<file path="src/rtl/lvds_serializer_param_pkg.sv">
`default_nettype none
// ============================================================================
// Module      : lvds_pkg
// Description : Shared definitions for the LVDS transmit serializer family:
//               serializer state encoding, bit-counter width helper and the
//               default frame width / idle line level.
// Ports       : none (package)
// Revision    : 1.0 - initial parametrised release
// ============================================================================
package lvds_pkg;

    localparam int LVDS_DATA_W     = 5;
    localparam bit LVDS_IDLE_LEVEL = 1'b0;

    typedef enum logic [0:0] {
        SER_IDLE  = 1'b0,
        SER_SHIFT = 1'b1
    } ser_state_t;

    // Bit-counter width for a frame of data_w bits. A 2-bit frame still
    // needs a 1-bit counter, so the result is never below 1.
    function automatic int cnt_w(input int data_w);
        return (data_w <= 2) ? 1 : $clog2(data_w);
    endfunction

endpackage
`default_nettype wire

</file>
<file path="src/rtl/lvds_serializer_param_if.sv">
`default_nettype none
// ============================================================================
// Module      : lvds_serializer_param_if
// Description : Parallel-in / serial-out bundle of the LVDS serializer.
// Ports       : data_i, valid_i       - parallel word handshake (upstream)
//               ready_o               - serializer can take a word
//               serial_o, lvds_busy   - serial line and frame-in-flight flag
//               frame_done_o          - pulse on the last bit of a frame
//               master modport: upstream side; slave modport: serializer
// Revision    : 1.0 - initial parametrised release
// ============================================================================
interface lvds_serializer_param_if
    import lvds_pkg::*;
#(
    parameter int DATA_W = LVDS_DATA_W
);

    logic [DATA_W-1:0] data_i;
    logic              valid_i;
    logic              ready_o;
    logic              serial_o;
    logic              lvds_busy;
    logic              frame_done_o;

    modport master (
        output data_i,
        output valid_i,
        input  ready_o,
        input  serial_o,
        input  lvds_busy,
        input  frame_done_o
    );

    modport slave (
        input  data_i,
        input  valid_i,
        output ready_o,
        output serial_o,
        output lvds_busy,
        output frame_done_o
    );

endinterface
`default_nettype wire

</file>
<file path="src/rtl/lvds_serializer_param_ser_hold_reg.sv">
`default_nettype none
// ============================================================================
// Module      : ser_hold_reg
// Description : One-entry valid/ready holding register in front of a
//               consumer. When the consumer asks for a word (take_i) and the
//               register is empty, an incoming word bypasses it.
// Ports       : clk, reset           - clock, synchronous active-high reset
//               data_i, valid_i      - upstream word and valid
//               take_i               - consumer loads a word at this edge
//               ready_o              - register empty (registered)
//               drain_o              - consumer loads the held word
//               bypass_o             - consumer loads data_i directly
//               hold_o               - held word
// Revision    : 1.0 - initial parametrised release
// ============================================================================
module ser_hold_reg #(
    parameter int DATA_W = 5
) (
    input  logic              clk,
    input  logic              reset,
    input  logic [DATA_W-1:0] data_i,
    input  logic              valid_i,
    input  logic              take_i,
    output logic              ready_o,
    output logic              drain_o,
    output logic              bypass_o,
    output logic [DATA_W-1:0] hold_o
);

    logic [DATA_W-1:0] hold_q;
    logic [DATA_W-1:0] hold_d;
    logic              hold_v_q;
    logic              hold_v_d;
    logic              w_accept;
    logic              w_fill;

    assign ready_o  = ~hold_v_q;
    assign w_accept = valid_i & ~hold_v_q;
    assign drain_o  = take_i & hold_v_q;
    assign bypass_o = take_i & w_accept;
    // A word is parked only when the consumer is not taking it directly.
    assign w_fill   = w_accept & ~take_i;
    assign hold_o   = hold_q;

    always_comb begin
        hold_v_d = (hold_v_q & ~drain_o) | w_fill;
        hold_d   = w_fill ? data_i : hold_q;
    end

    always_ff @(posedge clk) begin
        if (reset) begin
            hold_q   <= '0;
            hold_v_q <= 1'b0;
        end else begin
            hold_q   <= hold_d;
            hold_v_q <= hold_v_d;
        end
    end

endmodule
`default_nettype wire

</file>
<file path="src/rtl/lvds_serializer_param.sv">
`default_nettype none
// ============================================================================
// Module      : lvds_serializer_param
// Description : Parametrised frame serializer for the LVDS transmit path.
//               Words arrive over valid/ready and leave one bit per clock on
//               serial_o; a one-entry holding register allows back-to-back
//               frames with no idle bit in between.
// Ports       : clk, reset  - clock, synchronous active-high reset
//               bus (slave) - data_i/valid_i/ready_o handshake,
//                             serial_o, lvds_busy, frame_done_o
// Revision    : 1.0 - initial parametrised release
// ============================================================================
module lvds_serializer_param
    import lvds_pkg::*;
#(
    parameter int DATA_W     = LVDS_DATA_W,
    parameter bit MSB_FIRST  = 1'b1,
    parameter bit IDLE_LEVEL = LVDS_IDLE_LEVEL
) (
    input logic                    clk,
    input logic                    reset,
    lvds_serializer_param_if.slave bus
);

    localparam int               CNT_W     = cnt_w(DATA_W);
    localparam logic [CNT_W-1:0] LAST_BIT  = CNT_W'(DATA_W - 1);
    localparam logic [0:0]       ST_IDLE   = SER_IDLE;
    localparam logic [0:0]       ST_SHIFT  = SER_SHIFT;

    logic [0:0]        state_q;
    logic [0:0]        state_d;
    logic [DATA_W-1:0] shift_q;
    logic [DATA_W-1:0] shift_d;
    logic [CNT_W-1:0]  bit_cnt_q;
    logic [CNT_W-1:0]  bit_cnt_d;

    logic              w_last;
    logic              w_take;
    logic              w_ready;
    logic              w_drain;
    logic              w_bypass;
    logic [DATA_W-1:0] w_hold_word;
    logic [DATA_W-1:0] w_shifted;
    logic              w_head;

    assign w_last = (state_q == ST_SHIFT) && (bit_cnt_q == LAST_BIT);
    // The shifter can take a new word when idle or while its last bit is out,
    // which is what makes consecutive frames seamless.
    assign w_take = (state_q == ST_IDLE) || w_last;

    ser_hold_reg #(
        .DATA_W (DATA_W)
    ) u_hold (
        .clk      (clk),
        .reset    (reset),
        .data_i   (bus.data_i),
        .valid_i  (bus.valid_i),
        .take_i   (w_take),
        .ready_o  (w_ready),
        .drain_o  (w_drain),
        .bypass_o (w_bypass),
        .hold_o   (w_hold_word)
    );

    if (MSB_FIRST) begin : g_msb_first
        assign w_head    = shift_q[DATA_W-1];
        assign w_shifted = {shift_q[DATA_W-2:0], 1'b0};
    end else begin : g_lsb_first
        assign w_head    = shift_q[0];
        assign w_shifted = {1'b0, shift_q[DATA_W-1:1]};
    end

    always_comb begin
        state_d   = state_q;
        shift_d   = shift_q;
        bit_cnt_d = bit_cnt_q;
        if (w_drain || w_bypass) begin
            state_d   = ST_SHIFT;
            shift_d   = w_bypass ? bus.data_i : w_hold_word;
            bit_cnt_d = '0;
        end else if (state_q == ST_SHIFT) begin
            shift_d = w_shifted;
            if (w_last) begin
                state_d   = ST_IDLE;
                bit_cnt_d = '0;
            end else begin
                bit_cnt_d = bit_cnt_q + 1'b1;
            end
        end
    end

    always_ff @(posedge clk) begin
        if (reset) begin
            state_q   <= ST_IDLE;
            shift_q   <= '0;
            bit_cnt_q <= '0;
        end else begin
            state_q   <= state_d;
            shift_q   <= shift_d;
            bit_cnt_q <= bit_cnt_d;
        end
    end

    // Every output is a decode of registered state only.
    assign bus.ready_o      = w_ready;
    assign bus.lvds_busy    = (state_q == ST_SHIFT);
    assign bus.serial_o     = (state_q == ST_SHIFT) ? w_head : IDLE_LEVEL;
    assign bus.frame_done_o = w_last;

endmodule
`default_nettype wire

</file>
<file path="src/flat_wrapper.sv">
// flat-port wrapper written by rule: the top's interface ports become plain ports
module lvds_serializer_param_flat import lvds_pkg::*;
#(
    parameter int DATA_W     = LVDS_DATA_W,
    parameter bit MSB_FIRST  = 1'b1,
    parameter bit IDLE_LEVEL = LVDS_IDLE_LEVEL
)
  (clk, reset, bus_data_i, bus_valid_i, bus_ready_o, bus_serial_o, bus_lvds_busy, bus_frame_done_o);
  lvds_serializer_param_if #(.DATA_W(DATA_W)) bus_i ();
  input logic clk;
  input logic reset;
  input wire logic [$bits(bus_i.data_i)-1:0] bus_data_i;
  input wire logic [$bits(bus_i.valid_i)-1:0] bus_valid_i;
  output wire logic [$bits(bus_i.ready_o)-1:0] bus_ready_o;
  output wire logic [$bits(bus_i.serial_o)-1:0] bus_serial_o;
  output wire logic [$bits(bus_i.lvds_busy)-1:0] bus_lvds_busy;
  output wire logic [$bits(bus_i.frame_done_o)-1:0] bus_frame_done_o;
  assign bus_i.data_i = bus_data_i;
  assign bus_i.valid_i = bus_valid_i;
  assign bus_ready_o = bus_i.ready_o;
  assign bus_serial_o = bus_i.serial_o;
  assign bus_lvds_busy = bus_i.lvds_busy;
  assign bus_frame_done_o = bus_i.frame_done_o;
  lvds_serializer_param #(.DATA_W(DATA_W), .MSB_FIRST(MSB_FIRST), .IDLE_LEVEL(IDLE_LEVEL)) u_core (.clk(clk), .reset(reset), .bus(bus_i));
endmodule
</file>
<file path="config.mk">
export PLATFORM = sky130hd
export DESIGN_NAME = lvds_serializer_param_flat
export DESIGN_NICKNAME = d
export VERILOG_FILES = /design/src/rtl/lvds_serializer_param_pkg.sv /design/src/rtl/lvds_serializer_param_if.sv /design/src/rtl/lvds_serializer_param_ser_hold_reg.sv /design/src/rtl/lvds_serializer_param.sv /design/src/flat_wrapper.sv
export SDC_FILE = /design/constraint.sdc
export NUM_CORES = 1
export LEC_CHECK = 0
export BUFFER_PORTS_ARGS = -buffer_cell sky130_fd_sc_hd__buf_2
export CORE_MARGIN = 4
export CORE_UTILIZATION = 49
export DETAILED_ROUTE_END_ITERATION = 6
export PLACE_DENSITY = 0.71
export SLEW_MARGIN = 20
export SYNTH_ARGS = -nofsm -noshare
export SYNTH_HDL_FRONTEND = slang
export SYNTH_HIERARCHICAL = 1
export SYNTH_SLANG_ARGS = --single-unit
</file>
<file path="constraint.sdc">
create_clock -name clk -period 3 [get_ports clk]
set_input_delay 0.6 -clock clk [delete_from_list [all_inputs] [get_ports clk]]
set_output_delay 0.6 -clock clk [all_outputs]
set_load 0.01 [all_outputs]
</file>
After elaboration in Yosys (flattened, before gate mapping):

Cells that the tools add are included.

* register bits after elaboration: 15
* latch bits: 0
* RAM bits: 0
* memory bits (read-only): 0
* input bits: 8
* output and inout bits: 4
* memories: 0

* add/subtract/negate cells: 1
* multiply operators: 0
* div/mod/pow operators: 0
* magnitude comparators: 0
* equality and inequality tests: 1
* shift-type cells: 0
* muxes and demuxes: 8
* bitwise logic cells: 10
* reduce and logical (&&, ||, !) cells: 5

Operator list (count)
* $mux 5: 3
* $and 1x1->1: 5
* $mux 1: 4
* $not 1->1: 4
* $add 3x1->3 const B: 1
* $eq 3x3->1 const B: 1
* $mux 3: 1
* $logic_or 1x1->1: 2
* $reduce_bool 2->1: 1
* $reduce_or 2->1: 1
* $logic_and 1x1->1: 1
* $or 1x1->1: 1

Logic depth before layout (Yosys ltp):

* depth in word-level cells: 7
* gate-level depth with buffers: 9

Modules after synthesis:

The synthesis kept the hierarchy.

Modules (own cells, without submodules)
* lvds_serializer_param: times used 1, cells an instance 57, area each 504.2 um^2, sequential area each 180.2 um^2
* ser_hold_reg: times used 1, cells an instance 28, area each 281.5 um^2, sequential area each 120.1 um^2

Worst setup path before layout:

Ideal clock, no wire load.

* kind: reg2reg
* start point: register u_core.bit_cnt_q[0]
* end point: register u_core.shift_q[2]
* setup time: 117 ps
* data arrival time: 1673 ps
* data required time: 2883 ps
* path slack: 1210 ps
* stages on the path, launching flop included: 10
* buffers on the path: 1
* period minus slack after synthesis: 1790 ps
* cell sequence: dfxtp_1 inv_1 ha_1 nand2_1 nand2_1 and2_2 clkbuf_4 or3b_1 a21oi_1 nor3_1

* cells in the longest elaborated chain, start to end: 6

Ends and longest elaborated chain
* from (decl): line lvds_serializer_param.sv:34 `logic [CNT_W-1:0] bit_cnt_q;`
* from (signal assigned): line lvds_serializer_param.sv:100 `bit_cnt_q <= bit_cnt_d;`
* $eq 3x3->1 (*): line lvds_serializer_param.sv:46 `assign w_last = (state_q == ST_SHIFT) && (bit_cnt_q == LAST_BIT);`
* $logic_and 1x1->1 (*): line lvds_serializer_param.sv:46
* $logic_or 1x1->1 (*): line lvds_serializer_param.sv:49 `assign w_take = (state_q == ST_IDLE) || w_last;`
* via u_core.w_take: line lvds_serializer_param.sv:38 `logic w_take;`
* $and 1x1->1 (*): line lvds_serializer_param_ser_hold_reg.sv:39 `assign drain_o = take_i & hold_v_q;`
* via u_core.w_drain: line lvds_serializer_param.sv:40 `logic w_drain;`
* $logic_or 1x1->1 (*): line lvds_serializer_param.sv:77 `if (w_drain || w_bypass) begin`
* $mux 5 / $reduce_bool 2->1 (equally long branches)
* to (signal assigned): line lvds_serializer_param.sv:99 `shift_q <= shift_d;`
* to (decl): line lvds_serializer_param.sv:32 `logic [DATA_W-1:0] shift_q;`

Mark *: on every way through the listed nets, which the timed path passes. The rest lies on a longest branch.
A chain may end at the register's enable or synchronous reset.

Worst setup path after layout:

* start point: register u_core.bit_cnt_q[0]
* end point: register u_core.shift_q[3]

Same word-level chain as after synthesis.

==> results.json <==
{
  "antenna_left": 0,
  "synth_cells": 85,
  "synth_warnings": 6,
  "syn_nets": 95,
  "synth_top_family_by_area": "simple AND/OR/NAND/NOR gates",
  "num_rows": 14,
  "relSlewSlack_pct": 71.6,
  "clock_latency_ns": 0.27,
  "grt_overflow": 0,
  "crit_fanout": 13,
  "viasPerCell": 5.50,
  "crit_start": "u_core/bit_cnt_q[0]",
  "diodes": 0,
  "finalHoldViolations": 0,
  "postCtsSetupBuffers": 0,
  "die_w_um": 48.0,
  "dr_total_vias": 616,
  "drv_slew": 0,
  "holdCritPathClass": "flip-flop to flip-flop",
  "fmax_ghz": 0.503,
  "tightest_slew_ns": 0.425,
  "dp.cells": 108,
  "cp_top_family": "simple AND/OR/NAND/NOR gates",
  "fin_cells": 112,
  "die_area_um2": 2310,
  "ctsResizeCount": 0,
  "io_buffers": 11,
  "grt_max_degree": 19,
  "worst_ir_drop_vdd_v": 0.000220,
  "crit_buf_inv": 1,
  "routed_wl_um": 1370,
  "ctsHoldBuffers": 0,
  "cp_common_cell": "nand2_1",
  "fin_crit_ns": 1.99,
  "cp-end-kind": "flip-flop",
  "drive_gt1_share_pct": 24.0,
  "design_power_total_uw": 420,
  "drc_errors": 0,
  "dp_slack_ns": 1.03,
  "hold_depth": 2,
  "maxCapViolCount": 0,
  "finClkSkew_ns": 0.00611,
  "numCtsBuffers": 3,
  "antenna_found_initial": 0,
  "grt_pass1_vias": 564,
  "regToRegSetupSlack_ns": 1.01,
  "yosysSeqAreaShare_pct": 38.2,
  "clock_path_buffers": 2,
  "yosysUniqueCellTypes": 26,
  "critPathMaxStageDelay_ns": 0.45,
  "p_leak_uw": 0.000333,
  "grt_use_total_pct": 14.0,
  "cts_tree": "done",
  "cts-root-buf": "clkbuf_4",
  "coreArea_um2": 1510,
  "worstPathArrival_ns": 2.14,
  "drt_iter0_drc": 3,
  "clock_sinks": 15,
  "synth-seq-cells": 15,
  "yosysTopAreaCellShare_pct": 38.2,
  "criticalPathCategory": "flip-flop to flip-flop",
  "tns_ns": 0,
  "syn2layout_area_growth_pct": 8.60,
  "fillerInstances": 150,
  "p_per_area_nw_per_um2": 493,
  "r2r-start": "u_core/bit_cnt_q[0]",
  "setup_violations": 0,
  "startpoint_type": "flip-flop",
  "min_to": "u_core/u_hold/hold_o[3]",
  "clk_pin_slew_ns": 0.09,
  "cts-htree-levels": 1,
  "syn_area_per_cell_um2": 9.24,
  "die_y_um": 48.0,
  "synth_compound_area_share_pct": 10.2,
  "r2r_end": "u_core/shift_q[3]",
  "ioPinCount": 12,
  "reg2reg_depth": 8,
  "post-dp-hpwl_um": 1030,
  "netlist_area_um2": 786,
  "crit_chain": "inv_1 -> ha_1 -> nand2_1 -> nand2_1 -> and2_2 -> or3b_2 -> a21oi_1 -> nor3_1",
  "synthTopCellsByArea": "dfxtp_1, nand2b_1, mux2i_1",
  "whs_ns": 0.478,
  "synth_xor_area_share_pct": 1.11,
  "start_util_pct": 52.2,
  "cp.depth": 8,
  "wl_per_cell_um": 12.2,
  "final_nets": 107,
  "synth_top_area_cell": "dfxtp_1",
  "yosys.area_share.simple_pct": 33.0,
  "synth_fa_ha_area_share_pct": 3.18,
  "min-delay-start": "u_core/u_hold/hold_o[3]",
  "first_pass_iters": 3,
  "crit_slowest_cell": "or3b_2",
  "worstPathRequired_ns": 3.16,
  "status": "finished, final reports clean",
  "rsz0062_at_grt": "false",
  "grt_first_pass_wirelength_um": 2260,
  "worst_slack_ns": 1.01,
  "gp_congestion": 0.702,
  "muxShareOfSynthArea_pct": 7.64,
  "fin_crit_sh_pct": 66.2
}
## final cells by class
class	count	area, µm²	area share (%)
Sequential cell	15	300	35.2
Tap cell	16	20.0	2.35
Clock buffer	4	26.3	3.08
Inverter	5	18.8	2.20
Multi-Input combinational cell	61	433	50.7
Timing Repair Buffer	11	55.1	6.45
## power breakdown
part	switching, µW	internal, µW	total, µW
Sequential	12.9	215	228
Combinational	39.8	41.0	80.8
Clock	60.3	51.4	112
## kinds of logic (layout without fill, tap and decap cells)
group                      count (synthesis)  count (layout)
AOI/OAI and AO/OA                         13              13
xor gates and xnor gates                   1               1
adders and majority gates                  2               2
buffers and inverters                      9              20
DFF                                       15              15
muxes                                      6               6
and+or+nand+nor                           39              39
## per-layer routing
| layer | global-route usage, % | part of all wire [%] | vias up |
|---|---|---|---|
| met3 | 3.38 | 3.6 | 2 |
| met5 | 0 | 0 | - |
| met2 | 24.0 | 48 | 7 |
| li1 | - | - | 312 |
| met1 | 16.3 | 47 | 295 |
| met4 | 6.45 | 1.2 | 0 |
## synthesized netlist by cell type
cell type / count
or3b_2: 3
and3_2: 1
dfxtp_1: 15
o21ai_0: 1
clkbuf_1: 1
or3_1: 1
o22ai_1: 4
nor3_1: 6
xnor2_1: 1
nor3b_4: 1
and2_2: 2
buf_6: 2
clkbuf_4: 1
or3b_1: 2
inv_1: 5
nand2_1: 3
nand2b_1: 12
mux2i_1: 6
a221oi_2: 1
or3_4: 1
a21oi_1: 7
ha_1: 2
and3_1: 1
nand3b_1: 1
or2b_1: 2
nor2_1: 3
## through the flow
step                      cell area [µm²]  util (%)
after floorplan                       786         -
after global placement                827      54.9
after detailed placement              827      54.9
after CTS                             853      56.6
after global routing                  853      56.6
final                                 853      56.6
## placed cells by master (no fill, tap or decap), drive strengths merged
master	instances
and2	2
a221oi	1
a21oi	7
nor3	6
or2b	2
nor2	3
or3	2
ha	2
xnor2	1
o22ai	4
buf	11
or3b	5
nand2	3
clkbuf	4
nor3b	1
dfxtp	15
and3	2
inv	5
nand3b	1
o21ai	1
nand2b	12
mux2i	6
## worst reg2reg max path, stage by stage, from the launching register on
cell,delay (ns)
dfxtp_1,0.38
inv_1,0.06
ha_1,0.21
nand2_1,0.07
nand2_1,0.13
and2_2,0.34
or3b_2,0.45
a21oi_1,0.16
nor3_1,0.06
## state kept, by name, indices dropped and copies added (netlist names)
| signal | cells |
|---|---|
| u_core/shift_q | 5 |
| u_core/u_hold/hold_o | 5 |
| u_core/bit_cnt_q | 3 |
| u_core/bus.lvds_busy | 1 |
| u_core/u_hold/hold_v_q | 1 |
## worst max path at each step
stage	to	slack (ns)
after global placement	u_core/shift_q[3]	1.09
after floorplan	u_core/shift_q[2]	1.21
after global routing	u_core/shift_q[4]	0.84
after detailed placement	u_core/shift_q[3]	1.03
final	u_core/shift_q[3]	1.01
after CTS	u_core/shift_q[3]	1.01
Note: power is estimated with default switching activity, not from simulation.
